--- src/rtl/seg7_pkg.sv ---
// Shared definitions for the 7-segment scan reader.
//   - default values for the block parameters
//   - segment patterns of the sixteen hex glyphs (seg[6:0] = g,f,e,d,c,b,a)
//   - capture FSM state encoding
package seg7_pkg;

  localparam int DEF_NUM_DIGITS     = 4;
  localparam int DEF_STABLE_CYCLES  = 8;
  localparam int DEF_TIMEOUT_CYCLES = 65535;

  localparam logic [6:0] GLYPH_0 = 7'h3F;
  localparam logic [6:0] GLYPH_1 = 7'h06;
  localparam logic [6:0] GLYPH_2 = 7'h5B;
  localparam logic [6:0] GLYPH_3 = 7'h4F;
  localparam logic [6:0] GLYPH_4 = 7'h66;
  localparam logic [6:0] GLYPH_5 = 7'h6D;
  localparam logic [6:0] GLYPH_6 = 7'h7D;
  localparam logic [6:0] GLYPH_7 = 7'h07;
  localparam logic [6:0] GLYPH_8 = 7'h7F;
  localparam logic [6:0] GLYPH_9 = 7'h6F;
  localparam logic [6:0] GLYPH_A = 7'h77;
  localparam logic [6:0] GLYPH_B = 7'h7C;
  localparam logic [6:0] GLYPH_C = 7'h39;
  localparam logic [6:0] GLYPH_D = 7'h5E;
  localparam logic [6:0] GLYPH_E = 7'h79;
  localparam logic [6:0] GLYPH_F = 7'h71;

  // IDLE  : no single digit selected (blank or several enables low)
  // SETTLE: one digit selected, waiting for the pattern to stay put
  // HELD  : digit captured, waiting for the bus to move on
  typedef enum logic [1:0] {
    IDLE   = 2'd0,
    SETTLE = 2'd1,
    HELD   = 2'd2
  } scan_state_e;

endpackage

--- src/rtl/seg7_scan_reader_if.sv ---
// Frame output bundle of the scan reader.
//   value       : decoded frame, digit i in value[4i+3:4i]
//   digit_err   : bit i set when digit i carried a non-glyph pattern
//   frame_valid : a published frame is waiting for the consumer
//   frame_ready : consumer accepts the frame this cycle
//   overrun     : sticky, a frame was dropped while one was pending
//   stale       : no frame published for the timeout period
// master = reader (drives the frame), slave = consumer.
interface seg7_scan_reader_if #(
  parameter int NUM_DIGITS = seg7_pkg::DEF_NUM_DIGITS
);

  logic [4*NUM_DIGITS-1:0] value;
  logic [NUM_DIGITS-1:0]   digit_err;
  logic                    frame_valid;
  logic                    frame_ready;
  logic                    overrun;
  logic                    stale;

  modport master (
    output value,
    output digit_err,
    output frame_valid,
    output overrun,
    output stale,
    input  frame_ready
  );

  modport slave (
    input  value,
    input  digit_err,
    input  frame_valid,
    input  overrun,
    input  stale,
    output frame_ready
  );

endinterface

--- src/rtl/seg7_glyph_decode.sv ---
// Combinational 7-segment to hex nibble decoder.
//   seg    : segment pattern, active-high, seg[6:0] = g,f,e,d,c,b,a
//   nibble : hex value of the glyph (0 for unknown patterns)
//   valid  : 1 when seg is one of the sixteen hex glyphs
module seg7_glyph_decode
  import seg7_pkg::*;
(
  input  logic [6:0] seg,
  output logic [3:0] nibble,
  output logic       valid
);

  always_comb begin
    nibble = 4'h0;
    valid  = 1'b1;
    case (seg)
      GLYPH_0: nibble = 4'h0;
      GLYPH_1: nibble = 4'h1;
      GLYPH_2: nibble = 4'h2;
      GLYPH_3: nibble = 4'h3;
      GLYPH_4: nibble = 4'h4;
      GLYPH_5: nibble = 4'h5;
      GLYPH_6: nibble = 4'h6;
      GLYPH_7: nibble = 4'h7;
      GLYPH_8: nibble = 4'h8;
      GLYPH_9: nibble = 4'h9;
      GLYPH_A: nibble = 4'hA;
      GLYPH_B: nibble = 4'hB;
      GLYPH_C: nibble = 4'hC;
      GLYPH_D: nibble = 4'hD;
      GLYPH_E: nibble = 4'hE;
      GLYPH_F: nibble = 4'hF;
      default: valid  = 1'b0;
    endcase
  end

endmodule

--- src/rtl/seg7_scan_reader.sv ---
// Passive reader for a multiplexed 7-segment display bus.
// Watches the digit enables and segment lines driven to a display, captures
// each digit once its pattern has been steady long enough, and publishes a
// complete frame once every digit has been captured.
//   clk   : sole clock, rising edge
//   rst_n : asynchronous active-low reset
//   an    : digit enables, active-low, an[i]=0 selects digit i
//   seg   : segment lines, active-high, seg[6:0] = g,f,e,d,c,b,a
//   fr    : frame output bundle (value, digit_err, frame_valid,
//           frame_ready, overrun, stale)
module seg7_scan_reader
  import seg7_pkg::*;
#(
  parameter int NUM_DIGITS     = DEF_NUM_DIGITS,
  parameter int STABLE_CYCLES  = DEF_STABLE_CYCLES,
  parameter int TIMEOUT_CYCLES = DEF_TIMEOUT_CYCLES
) (
  input  logic                  clk,
  input  logic                  rst_n,
  input  logic [NUM_DIGITS-1:0] an,
  input  logic [6:0]            seg,
  seg7_scan_reader_if.master    fr
);

  localparam int CNT_W = (STABLE_CYCLES  > 1) ? $clog2(STABLE_CYCLES + 1)  : 1;
  localparam int TO_W  = (TIMEOUT_CYCLES > 1) ? $clog2(TIMEOUT_CYCLES + 1) : 1;
  localparam int IDX_W = (NUM_DIGITS     > 1) ? $clog2(NUM_DIGITS)         : 1;
  // With a one-cycle stability window the digit is captured on entry.
  localparam bit CAPTURE_ON_ENTRY = (STABLE_CYCLES <= 1);

  // True when exactly one enable is low.
  function automatic logic one_low(input logic [NUM_DIGITS-1:0] v);
    logic [NUM_DIGITS-1:0] inv;
    inv = ~v;
    return (inv != '0) && ((inv & (inv - NUM_DIGITS'(1))) == '0);
  endfunction

  // Stage p0/p1: two-flop synchronizer; p2 keeps the previous synchronized
  // sample so that any movement on the bus can be detected.
  logic [NUM_DIGITS-1:0] an_p0, an_p1, an_p2;
  logic [6:0]            seg_p0, seg_p1, seg_p2;

  always_ff @(posedge clk or negedge rst_n) begin
    if (!rst_n) begin
      an_p0  <= '1;
      an_p1  <= '1;
      an_p2  <= '1;
      seg_p0 <= '0;
      seg_p1 <= '0;
      seg_p2 <= '0;
    end else begin
      an_p0  <= an;
      an_p1  <= an_p0;
      an_p2  <= an_p1;
      seg_p0 <= seg;
      seg_p1 <= seg_p0;
      seg_p2 <= seg_p1;
    end
  end

  logic changed;
  logic sel_one;
  assign changed = (an_p1 != an_p2) || (seg_p1 != seg_p2);
  assign sel_one = one_low(an_p1);

  // Stage p1 decode: glyph lookup and index of the selected digit.
  logic [3:0]       glyph_nib;
  logic             glyph_ok;
  logic [IDX_W-1:0] sel_idx;

  seg7_glyph_decode u_decode (
    .seg    (seg_p1),
    .nibble (glyph_nib),
    .valid  (glyph_ok)
  );

  always_comb begin
    sel_idx = '0;
    for (int i = 0; i < NUM_DIGITS; i++) begin
      if (!an_p1[i]) sel_idx = IDX_W'(i);
    end
  end

  // Capture FSM
  scan_state_e      state_q, state_d;
  logic [CNT_W-1:0] cnt_q, cnt_d;
  logic             capture;

  always_ff @(posedge clk or negedge rst_n) begin
    if (!rst_n) begin
      state_q <= IDLE;
      cnt_q   <= '0;
    end else begin
      state_q <= state_d;
      cnt_q   <= cnt_d;
    end
  end

  always_comb begin
    state_d = state_q;
    cnt_d   = cnt_q;
    capture = 1'b0;
    case (state_q)
      IDLE: begin
        if (sel_one) begin
          state_d = CAPTURE_ON_ENTRY ? HELD : SETTLE;
          cnt_d   = CNT_W'(1);
          capture = CAPTURE_ON_ENTRY;
        end
      end
      SETTLE, HELD: begin
        if (changed) begin
          // Bus moved: restart the window on the new digit, or give up.
          if (sel_one) begin
            state_d = CAPTURE_ON_ENTRY ? HELD : SETTLE;
            cnt_d   = CNT_W'(1);
            capture = CAPTURE_ON_ENTRY;
          end else begin
            state_d = IDLE;
            cnt_d   = '0;
          end
        end else if (state_q == SETTLE) begin
          if (cnt_q >= CNT_W'(STABLE_CYCLES - 1)) begin
            state_d = HELD;
            cnt_d   = CNT_W'(STABLE_CYCLES);
            capture = 1'b1;
          end else begin
            cnt_d = cnt_q + CNT_W'(1);
          end
        end
      end
      default: begin
        state_d = IDLE;
        cnt_d   = '0;
      end
    endcase
  end

  // Stage p2: shadow frame under construction. The mask tracks which digits
  // have been captured since the last publish; a full mask publishes on the
  // following edge. A capture landing on that same edge starts the next frame.
  logic [NUM_DIGITS-1:0]   mask_q;
  logic [4*NUM_DIGITS-1:0] shadow_q;
  logic [NUM_DIGITS-1:0]   shadow_err_q;
  logic                    publish;

  assign publish = &mask_q;

  always_ff @(posedge clk or negedge rst_n) begin
    if (!rst_n) begin
      mask_q <= '0;
    end else begin
      mask_q <= (publish ? '0 : mask_q) | (capture ? ~an_p1 : '0);
    end
  end

  // Shadow contents are only meaningful under the mask, so they carry no reset.
  always_ff @(posedge clk) begin
    if (capture) begin
      shadow_q[sel_idx*4 +: 4] <= glyph_nib;
      shadow_err_q[sel_idx]    <= ~glyph_ok;
    end
  end

  // Stage p3: published frame, handshake and supervision.
  logic [4*NUM_DIGITS-1:0] value_q;
  logic [NUM_DIGITS-1:0]   digit_err_q;
  logic                    vld_p3;
  logic                    overrun_q;
  logic                    stale_q;
  logic [TO_W-1:0]         to_cnt_q;

  always_ff @(posedge clk or negedge rst_n) begin
    if (!rst_n) begin
      value_q     <= '0;
      digit_err_q <= '0;
      vld_p3      <= 1'b0;
      overrun_q   <= 1'b0;
    end else if (publish) begin
      if (!vld_p3 || fr.frame_ready) begin
        value_q     <= shadow_q;
        digit_err_q <= shadow_err_q;
        vld_p3      <= 1'b1;
        if (vld_p3) overrun_q <= 1'b0;
      end else begin
        // Consumer still holds the previous frame: keep it and flag the drop.
        overrun_q <= 1'b1;
      end
    end else if (vld_p3 && fr.frame_ready) begin
      vld_p3    <= 1'b0;
      overrun_q <= 1'b0;
    end
  end

  // Timeout counts from the last publish, accepted or dropped, and saturates.
  always_ff @(posedge clk or negedge rst_n) begin
    if (!rst_n) begin
      to_cnt_q <= '0;
      stale_q  <= 1'b0;
    end else if (publish) begin
      to_cnt_q <= '0;
      stale_q  <= 1'b0;
    end else if (to_cnt_q != TO_W'(TIMEOUT_CYCLES)) begin
      to_cnt_q <= to_cnt_q + TO_W'(1);
      if (to_cnt_q == TO_W'(TIMEOUT_CYCLES - 1)) stale_q <= 1'b1;
    end
  end

  assign fr.value       = value_q;
  assign fr.digit_err   = digit_err_q;
  assign fr.frame_valid = vld_p3;
  assign fr.overrun     = overrun_q;
  assign fr.stale       = stale_q;

endmodule

--- src/flat_wrapper.sv ---
// flat-port wrapper written by rule: the top's interface ports become plain ports
module seg7_scan_reader_flat import seg7_pkg::*;
#(
  parameter int NUM_DIGITS     = DEF_NUM_DIGITS,
  parameter int STABLE_CYCLES  = DEF_STABLE_CYCLES,
  parameter int TIMEOUT_CYCLES = DEF_TIMEOUT_CYCLES
)
  (clk, rst_n, an, seg, fr_value, fr_digit_err, fr_frame_valid, fr_overrun, fr_stale, fr_frame_ready);
  seg7_scan_reader_if #(.NUM_DIGITS(NUM_DIGITS)) fr_i ();
  input  logic clk;
  input  logic rst_n;
  input  logic [NUM_DIGITS-1:0] an;
  input  logic [6:0] seg;
  output wire logic [$bits(fr_i.value)-1:0] fr_value;
  output wire logic [$bits(fr_i.digit_err)-1:0] fr_digit_err;
  output wire logic [$bits(fr_i.frame_valid)-1:0] fr_frame_valid;
  output wire logic [$bits(fr_i.overrun)-1:0] fr_overrun;
  output wire logic [$bits(fr_i.stale)-1:0] fr_stale;
  input wire logic [$bits(fr_i.frame_ready)-1:0] fr_frame_ready;
  assign fr_value = fr_i.value;
  assign fr_digit_err = fr_i.digit_err;
  assign fr_frame_valid = fr_i.frame_valid;
  assign fr_overrun = fr_i.overrun;
  assign fr_stale = fr_i.stale;
  assign fr_i.frame_ready = fr_frame_ready;
  seg7_scan_reader #(.NUM_DIGITS(NUM_DIGITS), .STABLE_CYCLES(STABLE_CYCLES), .TIMEOUT_CYCLES(TIMEOUT_CYCLES)) u_core (.clk(clk), .rst_n(rst_n), .an(an), .seg(seg), .fr(fr_i));
endmodule
--- config.mk ---
export PLATFORM = sky130hd
export DESIGN_NAME = seg7_scan_reader_flat
export DESIGN_NICKNAME = d
export VERILOG_FILES = /design/src/rtl/seg7_pkg.sv /design/src/rtl/seg7_scan_reader_if.sv /design/src/rtl/seg7_glyph_decode.sv /design/src/rtl/seg7_scan_reader.sv /design/src/flat_wrapper.sv
export SDC_FILE = /design/constraint.sdc
export NUM_CORES = 1
export LEC_CHECK = 0
export BUFFER_PORTS_ARGS = -buffer_cell sky130_fd_sc_hd__buf_2
export CAP_MARGIN = 20
export CORE_MARGIN = 10
export CORE_UTILIZATION = 45
export CTS_CLUSTER_SIZE = 8
export DETAILED_ROUTE_END_ITERATION = 10
export GPL_TIMING_DRIVEN = 0
export PLACE_DENSITY = 0.68
export SLEW_MARGIN = 20
export SYNTH_ARGS = -nofsm -noshare
export SYNTH_HDL_FRONTEND = slang
export SYNTH_SLANG_ARGS = --single-unit
--- constraint.sdc ---
create_clock -name clk -period 3.9 [get_ports clk]
set_input_delay 0.195 -clock clk [delete_from_list [all_inputs] [get_ports clk]]
set_output_delay 0.195 -clock clk [all_outputs]
set_load 0.02 [all_outputs]
# ---- Word-level counts from Yosys, hierarchy flattened
# Index checks and enable logic that the tools add are counted.
dict set report word_totals {
  regBits 102
  in_bits 14
  out_inout_bits 23
  word_cells 116
}
dict set report op_classes {
  n_addsub 4
  order_cmp 3
  eq_ne 27
  shifts 2
  mux 38
  bitwise 4
  n_reduce_logical 21
}
# op n
set op_table {}
lappend op_table {{equality test 7 bit, second input constant} 12}
lappend op_table {{one-hot mux 4 bit (15 select lines)} 1}
lappend op_table {{negation 4 -> 34 bit} 1}
lappend op_table {{variable shift 4 x 34 -> 16 bit, first input constant} 1}
lappend op_table {{indexed part select 4 x 34 -> 16 bit} 1}
lappend op_table {{2-to-1 mux 16 bit} 2}
lappend op_table {{2-to-1 mux 4 bit} 6}
lappend op_table {{2-to-1 mux 1 bit} 18}
lappend op_table {{adder 16 x 1 -> 16 bit, second input constant} 1}
lappend op_table {{bitwise mux 16 bit} 1}
lappend op_table {{equality test 16 bit, second input constant} 1}
lappend op_table {{inequality test 16 bit, second input constant} 1}
lappend op_table {{OR reduction 16 bit} 1}
lappend op_table {{equality test 7 x 3 -> 1 bit, second input constant} 2}
lappend op_table {{equality test 7 x 6 -> 1 bit, second input constant} 2}
lappend op_table {{2-to-1 mux 2 bit} 6}
lappend op_table {{one-hot mux 4 bit (2 select lines)} 1}
lappend op_table {{AND reduction 2 bit} 4}
lappend op_table {{inequality test 7 bit} 1}
lappend op_table {{inequality test 3 x 1 -> 1 bit, second input constant} 2}
lappend op_table {{nonzero test 2 bit} 3}
lappend op_table {{AND reduction 5 bit} 1}
lappend op_table {{adder 4 x 1 -> 4 bit, second input constant} 1}
lappend op_table {{AND 4 bit} 1}
lappend op_table {{other kinds (25)} 28}

# ---- Depth between registers and ports, before layout
# Gate-level depths: netlist of run 1.
dict set report depth {
  ltp_word 8
  ltp_mapped 8
  ltp_nobuf 6
}

# ---- By module
# Synthesis of run 1 repeated with hierarchy kept, for this count alone.
dict set report unflattened {
  hier_cells 368
  hier_area_um2 4504.3
}
# module n_inst cells_each area_each_um2 seq_area_each_um2
set modules_own_cells {}
lappend modules_own_cells {seg7_scan_reader 1 311 4103.9 2667.6}
lappend modules_own_cells {seg7_glyph_decode 1 57 400.4 0.0}

# ---- Worst setup path after synthesis of run 1
# No wires, ideal clock.
dict set report synth_path {
  path_kind {register to register}
  startpoint {register u_core.an_p1[3]}
  endpoint {register u_core.shadow_err_q[0] (enable)}
  setup_ps 339
  arrival_time_ps 1839
  required_ps 3561
  path_slack_ps 1722
  path_stages_with_launch 7
  path_buffers 1
  synth_period_minus_slack_ps 2178
  path_cell_list {dfstp_2 > buf_6 > xor2_2 > nor4_4 > and3_1 > nand4_2 > nor2_1}
}
dict set report synth_between {
  elab_chain_cells 4
}
# item line
set synth_rtl {}
lappend synth_rtl {{start: declaration} seg7_scan_reader.sv:40} ;# logic [NUM_DIGITS-1:0] an_p0, an_p1, an_p2;
lappend synth_rtl {{start signal: assignment} seg7_scan_reader.sv:53} ;# an_p1 <= an_p0;
lappend synth_rtl {{inequality test 4 bit} seg7_scan_reader.sv:63} ;# assign changed = (an_p1 != an_p2) || (seg_p1 != seg_p2);
lappend synth_rtl {{logical OR 1 bit} seg7_scan_reader.sv:63}
lappend synth_rtl {{2-to-1 mux 1 bit} seg7_scan_reader.sv:112} ;# if (changed) begin
lappend synth_rtl {{2-to-1 mux 1 bit} n/a}
lappend synth_rtl {{end signal: indexed assignment} seg7_scan_reader.sv:161} ;# shadow_err_q[sel_idx] <= ~glyph_ok;
lappend synth_rtl {{end: declaration} seg7_scan_reader.sv:144} ;# logic [NUM_DIGITS-1:0] shadow_err_q;
# Every way passes these cells.
# A chain may end at the register's enable or synchronous reset.

# ---- Worst setup path in the final report of run 1
dict set report layout_path {
  startpoint {register u_core.an_p1[3]}
  endpoint {register u_core.shadow_q[4] (enable)}
}
dict set report layout_between {
  elab_chain_cells 4
}
# item line
set layout_rtl {}
lappend layout_rtl {{inequality test 4 bit} seg7_scan_reader.sv:63}
lappend layout_rtl {{logical OR 1 bit} seg7_scan_reader.sv:63}
lappend layout_rtl {{2-to-1 mux 1 bit} seg7_scan_reader.sv:112}
lappend layout_rtl {{2-to-1 mux 1 bit} n/a}
lappend layout_rtl {{end signal: indexed assignment} seg7_scan_reader.sv:160} ;# shadow_q[sel_idx*4 +: 4] <= glyph_nib;
lappend layout_rtl {{end: declaration} seg7_scan_reader.sv:143} ;# logic [4*NUM_DIGITS-1:0] shadow_q;
# Every way passes these cells.

==> results of run 1 <==
## per-stage QoR
stage | area (um2) | setup WS [ns] | utilization [%] | hold slack (ns)
finish | 5080 | 1.32 | 54.4 | 0.0247
global route | 5080 | 1.11 | 54.4 | 0.0156
CTS | 5080 | 1.30 | 54.4 | 0.00874
detailed placement | 4730 | 1.31 | 50.7 | 0.201
global placement | 4710 | 1.39 | 50.4 | 0.301
floorplan | 4360 | 1.72 | - | -0.101
## cell type report
type	count	area [um2]	area share [%]
flip-flops and latches	102	2670	52.5
multi-input cells	225	1570	31.0
clock buffers	9	124	2.44
plain buffers	16	82.6	1.63
inverters	11	41.3	0.813
repair buffers	49	323	6.36
well taps	129	161	3.18
clock inverters	7	106	2.09
## registers in the layout (all words and copies together), names as in the netlist, 7 cells and up
| register | count |
|---|---|
| u_core.to_cnt_q | 16 |
| u_core.fr.value | 16 |
| u_core.seg_p1 | 7 |
| u_core.seg_p0 | 7 |
| u_core.seg_p2 | 7 |
| u_core.shadow_q | 16 |
## power breakdown
| part | leakage [nW] | internal (mW) | switching [mW] |
|---|---|---|---|
| clock | 0.115 | 0.370 | 0.368 |
| combinational | 0.904 | 0.0981 | 0.115 |
| sequential | 1.25 | 1.12 | 0.0226 |
## timing repair
action | CTS | global route
hold buffers | 12 | 0
buffers inserted | 0 | 0
endpoints found under the hold margin | 48 | 0
## Yosys cell counts, types with 3 or more instances
master | n | share of area, %
sky130_fd_sc_hd__dfrtp_1 | 70 | 40
sky130_fd_sc_hd__nor2_1 | 39 | 3.4
sky130_fd_sc_hd__nand2_1 | 23 | 2.0
sky130_fd_sc_hd__mux2_2 | 22 | 5.7
sky130_fd_sc_hd__edfxtp_1 | 20 | 14
sky130_fd_sc_hd__a21oi_1 | 13 | 1.5
sky130_fd_sc_hd__dfstp_2 | 12 | 7.2
sky130_fd_sc_hd__o21ai_0 | 12 | 1.4
sky130_fd_sc_hd__xor2_1 | 12 | 2.4
sky130_fd_sc_hd__inv_1 | 11 | 0.95
sky130_fd_sc_hd__xnor2_1 | 10 | 2.0
sky130_fd_sc_hd__clkbuf_1 | 8 | 0.69
sky130_fd_sc_hd__ha_1 | 7 | 2.0
sky130_fd_sc_hd__nand3_1 | 7 | 0.80
sky130_fd_sc_hd__nand4_1 | 7 | 1.0
sky130_fd_sc_hd__a211oi_1 | 6 | 1.0
sky130_fd_sc_hd__a31oi_1 | 6 | 0.86
sky130_fd_sc_hd__buf_2 | 6 | 0.69
sky130_fd_sc_hd__nand4b_1 | 4 | 0.80
sky130_fd_sc_hd__nor2b_1 | 4 | 0.57
sky130_fd_sc_hd__nor3_1 | 4 | 0.46
sky130_fd_sc_hd__nor3b_1 | 4 | 0.69
sky130_fd_sc_hd__a32oi_1 | 3 | 0.60
sky130_fd_sc_hd__a41oi_1 | 3 | 0.60
sky130_fd_sc_hd__and2_1 | 3 | 0.43
sky130_fd_sc_hd__and3_1 | 3 | 0.43
## how the worst max path moves through the flow
| stage | startpoint | to | slack [ns] | depth (start not counted) |
|---|---|---|---|---|
| after floorplan | u_core.an_p1[3]$_DFF_PN1_ | u_core.shadow_err_q[0]$_DFFE_PP_ | 1.72 | 6 |
| after global placement | u_core.an_p1[3]$_DFF_PN1_ | u_core.shadow_q[6]$_DFFE_PP_ | 1.39 | 6 |
| after detailed placement | u_core.an_p1[3]$_DFF_PN1_ | u_core.shadow_q[4]$_DFFE_PP_ | 1.31 | 6 |
| after CTS | u_core.an_p1[3]$_DFF_PN1_ | u_core.shadow_q[4]$_DFFE_PP_ | 1.30 | 6 |
| after global routing | u_core.an_p1[1]$_DFF_PN1_ | u_core.shadow_q[6]$_DFFE_PP_ | 1.11 | 6 |
| final | u_core.an_p1[3]$_DFF_PN1_ | u_core.shadow_q[4]$_DFFE_PP_ | 1.32 | 6 |
## critical path, stage by stage, from the launching register on
cell                      delay (ns)
sky130_fd_sc_hd__dfstp_2        0.58
sky130_fd_sc_hd__buf_6          0.15
sky130_fd_sc_hd__xor2_2         0.08
sky130_fd_sc_hd__nor4_4         0.44
sky130_fd_sc_hd__and3_1         0.31
sky130_fd_sc_hd__nand4_2        0.26
sky130_fd_sc_hd__nor2_1         0.42
## kinds of logic (layout without fill, tap and decap cells)
logic type | count (synthesis) | in the layout | synth area share (%)
multiplexers | 25 | 25 | 6.48
flip-flops | 102 | 102 | 61.1
AND/OR/NAND/NOR | 114 | 114 | 14.4
XOR/XNOR | 23 | 23 | 4.79
adder cells (fa/ha/maj) | 7 | 7 | 2.01
buffers and inverters | 27 | 92 | 2.84
AO/OA/AOI/OAI | 56 | 56 | 8.37
## metal layers
layer	GRT usage, %	routed length (um)	share of wire [%]
met1	14.2	3600	47
met2	17.4	3610	47
met3	3.38	405	5.2
met4	4.73	104	1.3
met5	0	0	0
==> flow_summary.rst, run 1 <==
.. list-table::
   :header-rows: 1

   * - Metric
     - Value
   * - Number of register bits inferred by synthesis
     - 102
   * - Via-per-instance ratio
     - just over 5
   * - Total die area
     - roughly 14000 um2
   * - Worst vdd ir
     - between 0.3 and 0.4 mV
   * - HPWL Detailed
     - 5.49 mm
   * - Number of cells traversed by the worst hold path
     - 2
   * - Wire length of the first global-routing pass
     - 13.3 mm
   * - Clk pin slew, worst setup/hold paths
     - around 0.1 ns
   * - Path class of the lowest-slack min-delay path
     - in -> reg
   * - Type of the setup path with the least slack
     - reg -> reg
   * - Ys async rst share
     - 80.4%
   * - Startpoint types
     - flop
   * - Clock tree from TritonCTS
     - yes
   * - Count of flip-flops with a built-in enable after synthesis
     - 20
   * - Final worst path period need
     - between 2 and 3 ns
   * - Non-filler cells, final
     - around 550
   * - CTS Root Cell
     - sky130_fd_sc_hd__clkbuf_8
   * - Highest Clock Rate
     - around 390 MHz
   * - Count of nets after finishing
     - between 400 and 500
   * - Post-Place Cells
     - 520
   * - Number of instances in the synthesized netlist
     - 354
   * - Slew Limit Headroom
     - about two fifths
   * - Hold Startpoint
     - fr_frame_ready
   * - Crit. End Element
     - flop
   * - Filler cell count in the final layout
     - ~800
   * - Number of cells upsized or downsized after cts
     - 0
   * - Router iterations before antenna repair
     - 7
   * - Count of routing violations after the opening detailed-route iteration
     - roughly 130
   * - H-tree levels
     - 3
   * - # Max-Cap Violations
     - 0
   * - Synth warnings
     - 0
   * - Synthesized netlist net count
     - about 380
   * - Most common library cell in the layout ignoring fill and taps
     - sky130_fd_sc_hd__dfrtp_1
   * - Syn-to-layout area delta
     - 16.4%
   * - R2R cell count
     - 6
   * - Number of endpoints with negative hold slack in the final report
     - 0
   * - IO Pins
     - 37
   * - Transition time of the tightest slew-check pin
     - ~0.87 ns
   * - Remaining global-route overflow
     - 0
   * - Post-Synthesis Cell Area
     - between 4000 and 5000 um2
   * - Slew Viols, Final
     - 0
   * - Largest clock skew in the final design
     - between 0.008 and 0.009 ns
   * - Vias
     - 2827
   * - Antenna violations before repair
     - 0
   * - Aggregate negative setup slack
     - 0 ns
   * - Starting density of the core
     - a little under half
   * - Largest fanout on the critical path
     - 10
   * - Core ar.
     - around 9300 um2
   * - Leakage power
     - ~2.3 nW
   * - Seq/Total Area, Yosys
     - around 60%
   * - Average cell area after synthesis
     - 12.3 um2
   * - Fraction of final layout cells sized beyond drive strength 1
     - 25.8%
   * - Input/output buffers
     - 36
   * - Count of cell types in the netlist
     - 53
   * - Arrival time of the worst setup path
     - roughly 2.6 ns
   * - Period utilization
     - 66.1%
   * - Global router's overall resource usage
     - 11.2%
   * - Largest net degree at the start of global routing
     - 46
   * - End of the worst register-to-register path
     - u_core.shadow_q[4]$_DFFE_PP_
   * - Setup violations, final
     - 0
   * - Antenna diode count
     - 0
   * - Hold EP
     - u_core.fr.overrun$_DFFE_PN0P_
   * - Clock latency reported for the late side of the worst-skew pair
     - roughly 0.37 ns
   * - Std cell rows
     - 35
   * - TritonCTS Buffers
     - 9
   * - Commonest non-fill, non-tap cells in the layout
     - sky130_fd_sc_hd__dfrtp_1, sky130_fd_sc_hd__buf_2, sky130_fd_sc_hd__nor2_1, sky130_fd_sc_hd__nand2_1, sky130_fd_sc_hd__mux2_2
   * - Final estimated routing congestion in global placement
     - 0.899
   * - Total Power
     - 2.09 mW
   * - Drt drc
     - 0
   * - Die Width
     - about 120 um
   * - Buffers from clock root to sink, at most
     - 2
   * - ANT nets after route
     - 0
   * - Reg2reg setup slack
     - roughly 1.3 ns
   * - Die Y-Extent
     - around 120 um
   * - Sinks on Clock Net
     - approximately 100
   * - Required arrival time at the worst endpoint
     - approximately 4 ns
   * - Most frequently used flop master after synthesis
     - sky130_fd_sc_hd__dfrtp_1
   * - Number of global-route vias before repair
     - 2782
   * - RSZ-0062 raised after global routing
     - false
   * - Mean routed wirelength per cell
     - about 14 um
   * - Result of the run
     - completed
   * - Crit Reg-Reg Startpoint
     - u_core.an_p1[3]$_DFF_PN1_
   * - Detailed-route wire length
     - approximately 7.7 mm
   * - P per Cell Area
     - 412 nW/um2
Power figures use the tool's default switching activity.
==> run 2: changes to the inputs <==
--- a/config.mk
+++ b/config.mk
@@ -12,7 +12,7 @@
 export CTS_CLUSTER_SIZE = 8
 export DETAILED_ROUTE_END_ITERATION = 10
 export GPL_TIMING_DRIVEN = 0
-export PLACE_DENSITY = 0.68
+export PLACE_DENSITY = 0.7
 export SLEW_MARGIN = 20
 export SYNTH_ARGS = -nofsm -noshare
 export SYNTH_HDL_FRONTEND = slang
==> constraint.sdc (replaced) <==
create_clock -name clk -period 2.1 [get_ports clk]
set_input_delay 0.105 -clock clk [delete_from_list [all_inputs] [get_ports clk]]
set_output_delay 0.105 -clock clk [all_outputs]
set_load 0.02 [all_outputs]
==> run 2 against run 1 <==
Compared with the run above: cell count rose by 2.4%; count of clock-buffer cells in the layout did not move; critical path depth rose by 1; utilization rose by 3.0 points.
==> flow_summary.rst, run 2 (synthesized netlist as in run 1, its figures left out) <==
.. list-table::
   :header-rows: 1

   * - Metric
     - Value
   * - Total Power
     - roughly 4 mW
   * - Die Y-Extent
     - approximately 120 um
   * - Transition time of the tightest slew-check pin
     - between 0.5 and 0.6 ns
   * - Final non-filler cell area
     - approximately 5400 um2
   * - H-tree levels
     - 3
   * - Vias
     - roughly 2.8k
   * - Number of global-route vias before repair
     - roughly 2.9k
   * - Setup violations, final
     - 0
   * - Router iterations before antenna repair
     - 4
   * - Clock latency reported for the late side of the worst-skew pair
     - 0.36 ns
   * - Worst vdd ir
     - about 0.53 mV
   * - Clk pin slew, worst setup/hold paths
     - about 0.09 ns
   * - Highest Clock Rate
     - about 500 MHz
   * - Filler cell count in the final layout
     - approximately 750
   * - Type of the setup path with the least slack
     - reg -> reg
   * - Crit. End Element
     - flop
   * - Fraction of final layout cells sized beyond drive strength 1
     - between 30% and 40%
   * - Path class of the lowest-slack min-delay path
     - in -> async
   * - Required arrival time at the worst endpoint
     - roughly 2.4 ns
   * - Final worst path period need
     - between 2 and 2.5 ns
   * - Syn-to-layout area delta
     - 22.7%
   * - Slew Limit Headroom
     - between 60% and 70%
   * - Detailed-route wire length
     - about 8.0 mm
   * - Number of endpoints with negative hold slack in the final report
     - 0
   * - Commonest non-fill, non-tap cells in the layout
     - sky130_fd_sc_hd__dfrtp_1, sky130_fd_sc_hd__buf_2, sky130_fd_sc_hd__nor2_1, sky130_fd_sc_hd__nand2_1, sky130_fd_sc_hd__mux2_2
   * - Buffers from clock root to sink, at most
     - 2
   * - CTS Root Cell
     - sky130_fd_sc_hd__clkbuf_8
   * - Sinks on Clock Net
     - just over 100
   * - Largest clock skew in the final design
     - 0.00831 ns
   * - Wire length of the first global-routing pass
     - 13.8 mm
   * - Die Width
     - roughly 120 um
   * - P per Cell Area
     - 750 nW/um2
   * - HPWL Detailed
     - between 5 and 6 mm
   * - Period utilization
     - around 96%
   * - Input/output buffers
     - 36
   * - Antenna violations before repair
     - 0
   * - # Max-Cap Violations
     - 0
   * - Arrival time of the worst setup path
     - between 2 and 2.5 ns
   * - Count of routing violations after the opening detailed-route iteration
     - around 150
   * - IO Pins
     - 37
   * - Startpoint types
     - flop
   * - Remaining global-route overflow
     - 0
   * - Global router's overall resource usage
     - between 10% and 20%
   * - Leakage power
     - between 2 and 2.5 nW
   * - Antenna diode count
     - 0
   * - Mean routed wirelength per cell
     - between 10 and 15 um
   * - Largest net degree at the start of global routing
     - 47
   * - Total die area
     - 14000 um2
   * - Core ar.
     - 9330 um2
   * - Largest fanout on the critical path
     - 6
   * - TritonCTS Buffers
     - 9
   * - ANT nets after route
     - 0
   * - Final estimated routing congestion in global placement
     - roughly 0.82
   * - Placed Instance Area
     - about 4800 um2
   * - Slew Viols, Final
     - 0
   * - Drt drc
     - 0
   * - Via-per-instance ratio
     - about 5.1
   * - Std cell rows
     - 35
   * - Result of the run
     - completed
   * - Count of nets after finishing
     - between 400 and 500
   * - Starting density of the core
     - a little under half
   * - Clock tree from TritonCTS
     - yes
   * - Most common library cell in the layout ignoring fill and taps
     - sky130_fd_sc_hd__dfrtp_1
==> run 2: cell types whose count changed in the layout (fill, tap and decap cells not counted), moves of 3 or more <==
| cell | previous run | this run |
|---|---|---|
| sky130_fd_sc_hd__buf_4 | 1 | 14 |
| sky130_fd_sc_hd__clkbuf_1 | 8 | 4 |
| sky130_fd_sc_hd__clkbuf_2 | 0 | 4 |
| sky130_fd_sc_hd__nor2_1 | 39 | 35 |
| sky130_fd_sc_hd__nor2_4 | 0 | 4 |
| sky130_fd_sc_hd__buf_2 | 41 | 38 |
| sky130_fd_sc_hd__clkinv_4 | 4 | 1 |
==> run 2: power by group <==
part / leakage, nW / internal [mW] / switching (mW) / total, mW
Combinational: 0.993 / 0.209 / 0.236 / 0.444
Clock: 0.122 / 0.798 / 0.657 / 1.45
Sequential: 1.25 / 2.08 / 0.0429 / 2.12
Total: 2.36 / 3.08 / 0.935 / 4.02
==> run 2: stage by stage <==
stage	util, %	setup TNS, ns	cells	worst slack [ns]	hold WS, ns
global route	57.4	-0.0286	561	-0.0171	0.281
CTS	55.6	0	553	0.00151	0.242
global placement	50.9	-3.70	519	-0.186	0.210
floorplan	-	0	354	0.0285	-0.191
detailed placement	51.1	-4.42	520	-0.224	0.103
finish	57.4	0	561	0.0857	0.236
==> run 2: per-layer routing <==
metal,GRT usage [%],up-vias,share of wire (%)
li1,-,1396,-
met1,14.5,1368,45
met2,18.5,71,48
met3,3.62,7,5.9
met4,4.58,0,0.98
met5,0,-,0
==> run 2: path summary, 6_finish.rpt <==
kind                                       startpoint  slack (ns)  cells past startpoint                     endpoint
setup reg to reg            u_core.an_p1[1]$_DFF_PN1_        0.09                      7  u_core.cnt_q[1]$_DFFE_PN0P_
setup / recovery            u_core.an_p1[1]$_DFF_PN1_        0.09                      7  u_core.cnt_q[1]$_DFFE_PN0P_
hold / removal                                  rst_n        0.24                      2  u_core.cnt_q[1]$_DFFE_PN0P_
min in group clk           u_core.seg_p0[3]$_DFF_PN0_        0.35                      0   u_core.seg_p1[3]$_DFF_PN0_
hold reg to reg            u_core.seg_p0[3]$_DFF_PN0_        0.35                      0   u_core.seg_p1[3]$_DFF_PN0_
max in group asynchronous                       rst_n        1.20                      3    u_core.an_p2[1]$_DFF_PN1_
==> run 2: critical path: stages (launching register included) <==
cell and delay, ns:
sky130_fd_sc_hd__dfstp_2 0.61, sky130_fd_sc_hd__buf_12 0.12, sky130_fd_sc_hd__xnor2_2 0.12, sky130_fd_sc_hd__o221ai_4 0.14
sky130_fd_sc_hd__or2_2 0.36, sky130_fd_sc_hd__and2_4 0.16, sky130_fd_sc_hd__buf_6 0.12, sky130_fd_sc_hd__mux2_4 0.28
==> run 2: what timing repair did <==
action | in CTS | in global routing
setup endpoints to repair | 21 | 45
pin swaps | 7 | 4
setup buffers | 5 | 9
endpoints found under the hold margin | 49 | 0
gates resized for setup | 2 | 26
hold buffers | 13 | 0
==> run 2: area by class of cell <==
class | count | area [um2] | area share, %
flip-flops and latches | 102 | 2670 | 49.8
clock buffers | 9 | 124 | 2.31
inverters | 11 | 41.3 | 0.771
well taps | 129 | 161 | 3.01
clock inverters | 7 | 120 | 2.24
multi-input cells | 225 | 1700 | 31.8
plain buffers | 14 | 87.6 | 1.64
repair buffers | 64 | 450 | 8.41
